### config.mk
export PLATFORM = sky130hd
export DESIGN_NAME = universal_shift_register
export DESIGN_NICKNAME = d
export VERILOG_FILES = /design/src/rtl/shift_reg_pkg.sv /design/src/rtl/shift_counter_sat.sv /design/src/rtl/universal_shift_register.sv
export SDC_FILE = /design/constraint.sdc
export NUM_CORES = 1
export LEC_CHECK = 0
export ABC_AREA = 1
export CORE_AREA = 8 8 70 48
export CTS_BUF_LIST = sky130_fd_sc_hd__clkbuf_8
export CTS_CLUSTER_DIAMETER = 80
export DETAILED_ROUTE_END_ITERATION = 16
export DIE_AREA = 0 0 78 56
export GPL_TIMING_DRIVEN = 0
export PLACE_DENSITY = 0.91
export SLEW_MARGIN = 40
export SYNTH_ARGS = -nofsm -noshare
export SYNTH_HDL_FRONTEND = slang
export SYNTH_HIERARCHICAL = 1
export SYNTH_SLANG_ARGS = --single-unit
### constraint.sdc
create_clock -name clock_pos -period 2.8 [get_ports clock_pos]
set_clock_uncertainty 0.1 [all_clocks]
set_input_delay 0.56 -clock clock_pos [delete_from_list [all_inputs] [get_ports clock_pos]]
set_output_delay 0.56 -clock clock_pos [all_outputs]
set_load 0.03 [all_outputs]
### src/rtl/shift_reg_pkg.sv
// Shared definitions for the universal shift register family.
//   mode_t         : 3-bit operation selector type
//   MODE_*         : operation encodings
//   is_shift_mode  : true for the modes that move bits (and advance the shift count)
package shift_reg_pkg;

  typedef logic [2:0] mode_t;

  localparam mode_t MODE_HOLD = 3'b000;
  localparam mode_t MODE_SHL  = 3'b001;
  localparam mode_t MODE_SHR  = 3'b010;
  localparam mode_t MODE_ROL  = 3'b011;
  localparam mode_t MODE_ROR  = 3'b100;
  localparam mode_t MODE_LOAD = 3'b101;
  localparam mode_t MODE_ASR  = 3'b110;
  localparam mode_t MODE_CLR  = 3'b111;

  function automatic logic is_shift_mode(input mode_t m);
    return (m == MODE_SHL) || (m == MODE_SHR) || (m == MODE_ROL) ||
           (m == MODE_ROR) || (m == MODE_ASR);
  endfunction

endpackage

### src/rtl/shift_counter_sat.sv
// Saturating up-counter with synchronous clear and a registered terminal flag.
//   clk_i    : rising-edge clock
//   rst_ni   : asynchronous active-low reset (count and flag to 0)
//   clr_i    : synchronous clear (wins over inc_i)
//   inc_i    : increment by one, saturating at MAX
//   count_o  : current count
//   done_o   : registered, high while count_o == MAX
module shift_counter_sat #(
  parameter int MAX = 8,
  parameter int CW  = $clog2(MAX + 1)
) (
  input  logic          clk_i,
  input  logic          rst_ni,
  input  logic          clr_i,
  input  logic          inc_i,
  output logic [CW-1:0] count_o,
  output logic          done_o
);

  logic [CW-1:0] count_q, count_d;
  logic          done_q;

  always_comb begin
    count_d = count_q;
    if (clr_i) begin
      count_d = '0;
    end else if (inc_i && (count_q != CW'(MAX))) begin
      count_d = count_q + CW'(1);
    end
  end

  // The flag is computed from the next count so it rises on the same edge
  // the count reaches MAX.
  always_ff @(posedge clk_i or negedge rst_ni) begin
    if (!rst_ni) begin
      count_q <= '0;
      done_q  <= 1'b0;
    end else begin
      count_q <= count_d;
      done_q  <= (count_d == CW'(MAX));
    end
  end

  assign count_o = count_q;
  assign done_o  = done_q;

endmodule

### src/rtl/universal_shift_register.sv
// WIDTH-bit universal shift register: hold, shift, rotate, arithmetic shift,
// parallel load, synchronous clear and synchronous preset, plus a saturating
// count of shifts since the last load/clear/preset.
//   clock_pos       : rising-edge clock
//   reset_neg       : asynchronous active-low reset (RESET_VALUE, count 0)
//   preset_neg      : synchronous active-low preset (PRESET_VALUE, count 0),
//                     overrides enable and mode
//   enable          : 0 holds all state
//   mode            : operation select (see shift_reg_pkg)
//   signal_in       : parallel load data
//   serial_in_msb   : bit entering the MSB on shift right
//   serial_in_lsb   : bit entering the LSB on shift left
//   signal_out      : register contents
//   signal_out_neg  : ~signal_out
//   serial_out_msb  : signal_out[WIDTH-1]
//   serial_out_lsb  : signal_out[0]
//   shift_count     : shifts since last load/clear/preset, saturating at WIDTH
//   word_done       : registered, high while shift_count == WIDTH
module universal_shift_register
  import shift_reg_pkg::*;
#(
  parameter int               WIDTH        = 8,
  parameter logic [WIDTH-1:0] RESET_VALUE  = {WIDTH{1'b0}},
  parameter logic [WIDTH-1:0] PRESET_VALUE = {WIDTH{1'b1}}
) (
  input  logic                       clock_pos,
  input  logic                       reset_neg,
  input  logic                       preset_neg,
  input  logic                       enable,
  input  mode_t                      mode,
  input  logic [WIDTH-1:0]           signal_in,
  input  logic                       serial_in_msb,
  input  logic                       serial_in_lsb,
  output logic [WIDTH-1:0]           signal_out,
  output logic [WIDTH-1:0]           signal_out_neg,
  output logic                       serial_out_msb,
  output logic                       serial_out_lsb,
  output logic [$clog2(WIDTH+1)-1:0] shift_count,
  output logic                       word_done
);

  logic [WIDTH-1:0] data_q, data_d;
  logic             cnt_clr;
  logic             cnt_inc;

  // Next-state selection. Serial inputs are only looked at in the two
  // modes that consume them, so unused serial pins cannot leak X.
  always_comb begin
    data_d  = data_q;
    cnt_clr = 1'b0;
    cnt_inc = 1'b0;
    if (!preset_neg) begin
      data_d  = PRESET_VALUE;
      cnt_clr = 1'b1;
    end else if (enable) begin
      cnt_inc = is_shift_mode(mode);
      case (mode)
        MODE_HOLD: data_d = data_q;
        MODE_SHL:  data_d = {data_q[WIDTH-2:0], serial_in_lsb};
        MODE_SHR:  data_d = {serial_in_msb, data_q[WIDTH-1:1]};
        MODE_ROL:  data_d = {data_q[WIDTH-2:0], data_q[WIDTH-1]};
        MODE_ROR:  data_d = {data_q[0], data_q[WIDTH-1:1]};
        MODE_LOAD: begin
          data_d  = signal_in;
          cnt_clr = 1'b1;
        end
        MODE_ASR:  data_d = {data_q[WIDTH-1], data_q[WIDTH-1:1]};
        MODE_CLR: begin
          data_d  = RESET_VALUE;
          cnt_clr = 1'b1;
        end
        default:   data_d = data_q;
      endcase
    end
  end

  always_ff @(posedge clock_pos or negedge reset_neg) begin
    if (!reset_neg) begin
      data_q <= RESET_VALUE;
    end else begin
      data_q <= data_d;
    end
  end

  shift_counter_sat #(
    .MAX (WIDTH)
  ) u_shift_counter (
    .clk_i   (clock_pos),
    .rst_ni  (reset_neg),
    .clr_i   (cnt_clr),
    .inc_i   (cnt_inc),
    .count_o (shift_count),
    .done_o  (word_done)
  );

  assign signal_out     = data_q;
  assign signal_out_neg = ~data_q;
  assign serial_out_msb = data_q[WIDTH-1];
  assign serial_out_lsb = data_q[0];

endmodule

# ---- After elaboration in Yosys (flattened, before gate mapping)
# Index checks and enable logic that the tools add are counted.
dict set report word_totals {
  wordCells 37
  regBits 13
  output_inout_bits 23
}
dict set report op_classes {
  n_mux 10
  eq_ne 12
  n_addsub 1
  bitwise 1
  reduce_logical 9
}
# operator count
set op_table {}
lappend op_table {{$pmux 8 s7} 1}
lappend op_table {{$mux 8} 2}
lappend op_table {{$eq 3x3->1 const B} 4}
lappend op_table {{$mux 4} 2}
lappend op_table {{$not 8->8} 1}
lappend op_table {{$eq 3x2->1 const B} 2}
lappend op_table {{$mux 1} 5}
lappend op_table {{$add 4x1->4 const B} 1}
lappend op_table {{$eq 4x4->1 const B} 1}
lappend op_table {{$logic_or 1x1->1} 4}
lappend op_table {{$ne 2x2->1 const B} 2}
lappend op_table {{$ne 4x4->1 const B} 1}
lappend op_table {{$eq 3x1->1 const B} 1}
lappend op_table {{$logic_not 3->1} 1}
lappend op_table {{$reduce_and 3->1} 1}
lappend op_table {{$ne 2x1->1 const B} 1}
lappend op_table {{$reduce_and 2->1} 1}
lappend op_table {{$reduce_or 2->1} 1}
lappend op_table {{$logic_and 1x1->1} 1}

# ---- Logic depth before layout (Yosys ltp)
dict set report logic_depth {
  depth_word 11
  depth_mapped 11
  mapped_depth_nobuf 10
}

# ---- Hierarchy
# Netlist, hierarchy kept.
# mod instances cells_per_inst area_per_inst_um2
set modules_own_cells {}
lappend modules_own_cells {universal_shift_register 1 112 664.4}
lappend modules_own_cells {shift_counter_sat 1 43 329.1}

# ---- Worst setup path before layout
# Ideal clock, no wire load.
dict set report synth_timing {
  path_kind {input to register}
  start {input mode[2]}
  end {register u_shift_counter.done_q, in the netlist u_shift_counter/done_o}
  slack_ns 0.929
  stages 11
  setup_time_ns 0.069
  t_arrival_ns 1.702
  cell_sequence {buf_4 inv_2 nand3_2 nand3_2 a21oi_1 nand2_4 nand2_1 nand2_1 inv_2 nand3_2 nor2_2}
}
dict set report synth_via {
  elab_chain_len 11
  word_cells_on_any_way 21
  cone_classes {eq/ne: 8; mux: 7; reduce/logical: 6}
}
# item line_no
set synth_rtl {}
lappend synth_rtl {{start: declaration} universal_shift_register.sv:30} ;# input mode_t mode,
lappend synth_rtl {{$eq 3x1->1 or $eq 3x2->1 (tied branches)} shift_reg_pkg.sv:19} ;# return (m == MODE_SHL) || (m == MODE_SHR) || (m == MODE_ROL) ||
lappend synth_rtl {{$logic_or 1x1->1 (3 in series)} shift_reg_pkg.sv:19}
lappend synth_rtl {{$logic_or 1x1->1 (*)} shift_reg_pkg.sv:20} ;# (m == MODE_ROR) || (m == MODE_ASR);
lappend synth_rtl {{$mux 1 (*)} universal_shift_register.sv:55} ;# end else if (enable) begin
lappend synth_rtl {{$mux 1 (*)} universal_shift_register.sv:52} ;# if (!preset_neg) begin
lappend synth_rtl {{net cnt_inc} universal_shift_register.sv:44} ;# logic cnt_inc;
lappend synth_rtl {{$logic_and 1x1->1 (*)} shift_counter_sat.sv:27} ;# end else if (inc_i && (count_q != CW'(MAX))) begin
lappend synth_rtl {{$mux 4 (*)} shift_counter_sat.sv:27}
lappend synth_rtl {{$mux 4 (*)} shift_counter_sat.sv:25} ;# if (clr_i) begin
lappend synth_rtl {{$eq 4x4->1 (*)} shift_counter_sat.sv:40} ;# done_q <= (count_d == CW'(MAX));
lappend synth_rtl {{end signal: assignment} shift_counter_sat.sv:40}
lappend synth_rtl {{end: declaration} shift_counter_sat.sv:21} ;# logic done_q;
# The timed path passes the listed nets; every way through them passes the cells marked *.
# A chain may end at the register's enable or synchronous reset.

# ---- Worst setup path after layout
dict set report layout_timing {
  start {input mode[1]}
  end {register u_shift_counter.done_q, in the netlist u_shift_counter/done_o}
}
# The elaborated chain is that of the path after synthesis.

==> results.md <==
- Outcome: complete, no violations
- Vias per cell: around 4.7
- Final nets: between 200 and 250
- Ys Warns: 6
- Number of remaining DRC errors: 0
- DR vias: 1073
- CTS root buf: clkbuf_8
- Yosys reg bits: 13
- Total Power: approximately 570 µW
- Clk sinks: 13
- Grt ovf: 0
- Drt wl/cell: 12.08 µm
- Post-detail-place hpwl: around 2300 µm
- Fin area: around 1500 µm²
- Core Rows: 14
- Fin crit period: 2.427 ns
- Period utilization: 0.8669
- Post-CTS Setup Bufs: 0
- Die Area: between 4000 and 5000 µm²
- DRT Wirelength: 2755 µm
- Maxcap violations: 0
- CTS tree: done
- Fmax achieved: between 400 and 500 MHz
- Hold_buf cts: 0
- Die height: 56 µm
- # setup viols final: 0
- Syn avg cell area: 6.409 µm²
- Required time worst endpoint: roughly 2.8 ns
- Initial antenna violation count: 0
- Mapped Area: between 900 and 1000 µm²
- Layout Utilization: 0.6178
- Worst-Margin Slew: around 0.6 ns
- Area Growth Syn to Fin: 45.97%
- Port buffer count: 37
- Yosys top cell by area: dfrtp_1
- Syn_nets: 174
- 1st-pass router iterations: 4
- Final Hold Viols: 0
- Maximum buffer depth of the clock tree: 2
- Clk_lat worst skew: approximately 0.24 ns
- Ant diodes: 0
- Starting Density: 0.4232
- Cells after Synth: approximately 160
- DRT antenna net count: 0
- Non-Filler Instances: ~230
- Num CTS Buffers: 3
- Largest net degree at the start of global routing: 14
- Min-delay worst type: register to register
- Final Max Slew Viols: 0
- RePlAce Congestion: 0.8287
- Core Area: 2347 µm²
- Yosys top cell area share: 0.3275
- Post-DP Area: 1404 µm²
- CTS resizes: 0
- Fill count: roughly 220
- First-pass GRT wire length: 4726 µm
- GRT Overall Usage: 0.1300
- Slew HR: 0.5936
- CP max FO: 8
- RSZ-0062 raised after global routing: no
- Clock slew at reported path FFs: roughly 0.060 ns
- Static Leak: 0.0007531 µW
- Sequential area share after synthesis: 0.3275
- Worst-case vdd ir drop: roughly 0.00025 V
- I/O Pins: 40
- CTS H-tree depth: 1
- Crit end category: register
- Synth unique cells: 18
- Critical Path AT: 2.47 ns
- PwrDens: ~400 nW/µm²
- DIE WIDTH: around 78 µm
- 1st-iter DRT viols: 70
- Critical Path Start Type: input pin
- Dpl cells: about 220
- Area contributors post-synth: dfrtp_1 33%, nor2_1 18%, inv_1 9.1%, nand2_1 7.9%, nand3_1 6.0%
- Setup TNS: 0 ns
- Vias in the first global route: roughly 1000
- Worst Setup Path Type: input pin to register
- Share of layout cells above drive strength 1: 0.1276
## area by class of cell
cell class	count	area (µm²)	share of cell area
timing repair buffer	37	370.4	0.2554
multi-input combinational	108	525.5	0.3624
buffer	4	30.03	0.02071
inverter	30	112.6	0.07765
clock inverter	1	5.005	0.003451
clock buffer	3	41.29	0.02847
sequential	13	325.3	0.2243
tap	32	40.04	0.02761
## layer usage
layer,wire (µm),global-route usage,vias up
li1,-,-,556
met5,0,0,-
met1,1276,0.1651,474
met3,235,0.06290,4
met2,1198,0.1922,39
met4,44,0.02887,0
## cell usage after synthesis (all sizes together)
| cell type | number |
|---|---|
| nor2 | 49 |
| inv | 30 |
| nand2 | 25 |
| nand3 | 16 |
| dfrtp | 13 |
| a21oi | 9 |
| buf | 4 |
| nand4 | 4 |
| ha | 2 |
| a21boi | 1 |
| nand3b | 1 |
| o21ai | 1 |
## registers in the layout (all words and copies together) (netlist names)
signal / flops
signal_out: 8
u_shift_counter/count_o: 4
u_shift_counter/done_o: 1
## per-stage QoR
step / setup WS [ns] / hold slack [ns]
2_1_floorplan: 0.9295 / 0.1644
3_3_place_gp: 0.2126 / 0.4359
3_5_place_dp: 0.1179 / 0.4629
4_1_cts: 0.3845 / 0.4750
5_1_grt: 0.2373 / 0.5051
6_report: 0.3727 / 0.4651
## final timing paths
path                       depth (start not counted)                            startpoint  slack (ns)                                to
setup reg to reg                                   8  u_shift_counter/count_o[0]$_DFF_PN0_        1.28  u_shift_counter/done_o$_DFF_PN0_
hold reg to reg                                    2             signal_out[3]$_DFFE_PN0P_        0.47         signal_out[3]$_DFFE_PN0P_
min in group asynchronous                          1                             reset_neg        0.60         signal_out[1]$_DFFE_PN0P_
hold / removal                                     2             signal_out[3]$_DFFE_PN0P_        0.47         signal_out[3]$_DFFE_PN0P_
setup / recovery                                  10                               mode[1]        0.37  u_shift_counter/done_o$_DFF_PN0_
max in group asynchronous                          1                             reset_neg        1.61         signal_out[5]$_DFFE_PN0P_
## logic make-up after synthesis
group / Yosys count / synth area share
AO/OA/AOI/OAI: 11 / 0.06549
adder cells (fa/ha/maj): 2 / 0.02518
buffers and inverters: 34 / 0.1436
flip-flops: 13 / 0.3275
AND/OR/NAND/NOR: 95 / 0.4383
## worst max-delay path: stages
cell	delay [ns]
clkdlybuf4s50_1	0.60
inv_2	0.11
nand3_2	0.12
nand3_2	0.16
a21oi_1	0.44
nand2_4	0.13
nand2_1	0.10
nand3_1	0.10
nand2_1	0.10
nor2_2	0.04
## cell usage in the layout (no fill, tap or decap)
cell type,instances
a21boi_2,1
a21oi_1,9
buf_4,4
clkbuf_8,3
clkdlybuf4s50_1,37
clkinv_2,1
dfrtp_1,13
ha_1,2
inv_1,24
inv_2,6
nand2_1,21
nand2_2,3
nand2_4,1
nand3_1,12
nand3_2,3
nand3_4,1
nand3b_1,1
nand4_1,4
nor2_1,48
nor2_2,1
o21ai_2,1
## power breakdown
part           internal, µW  switching, µW  total [µW]
clock                  98.2           66.7         165
sequential              199           11.7         210
combinational          82.3            117         199
(Power assumes the default switching activity.)
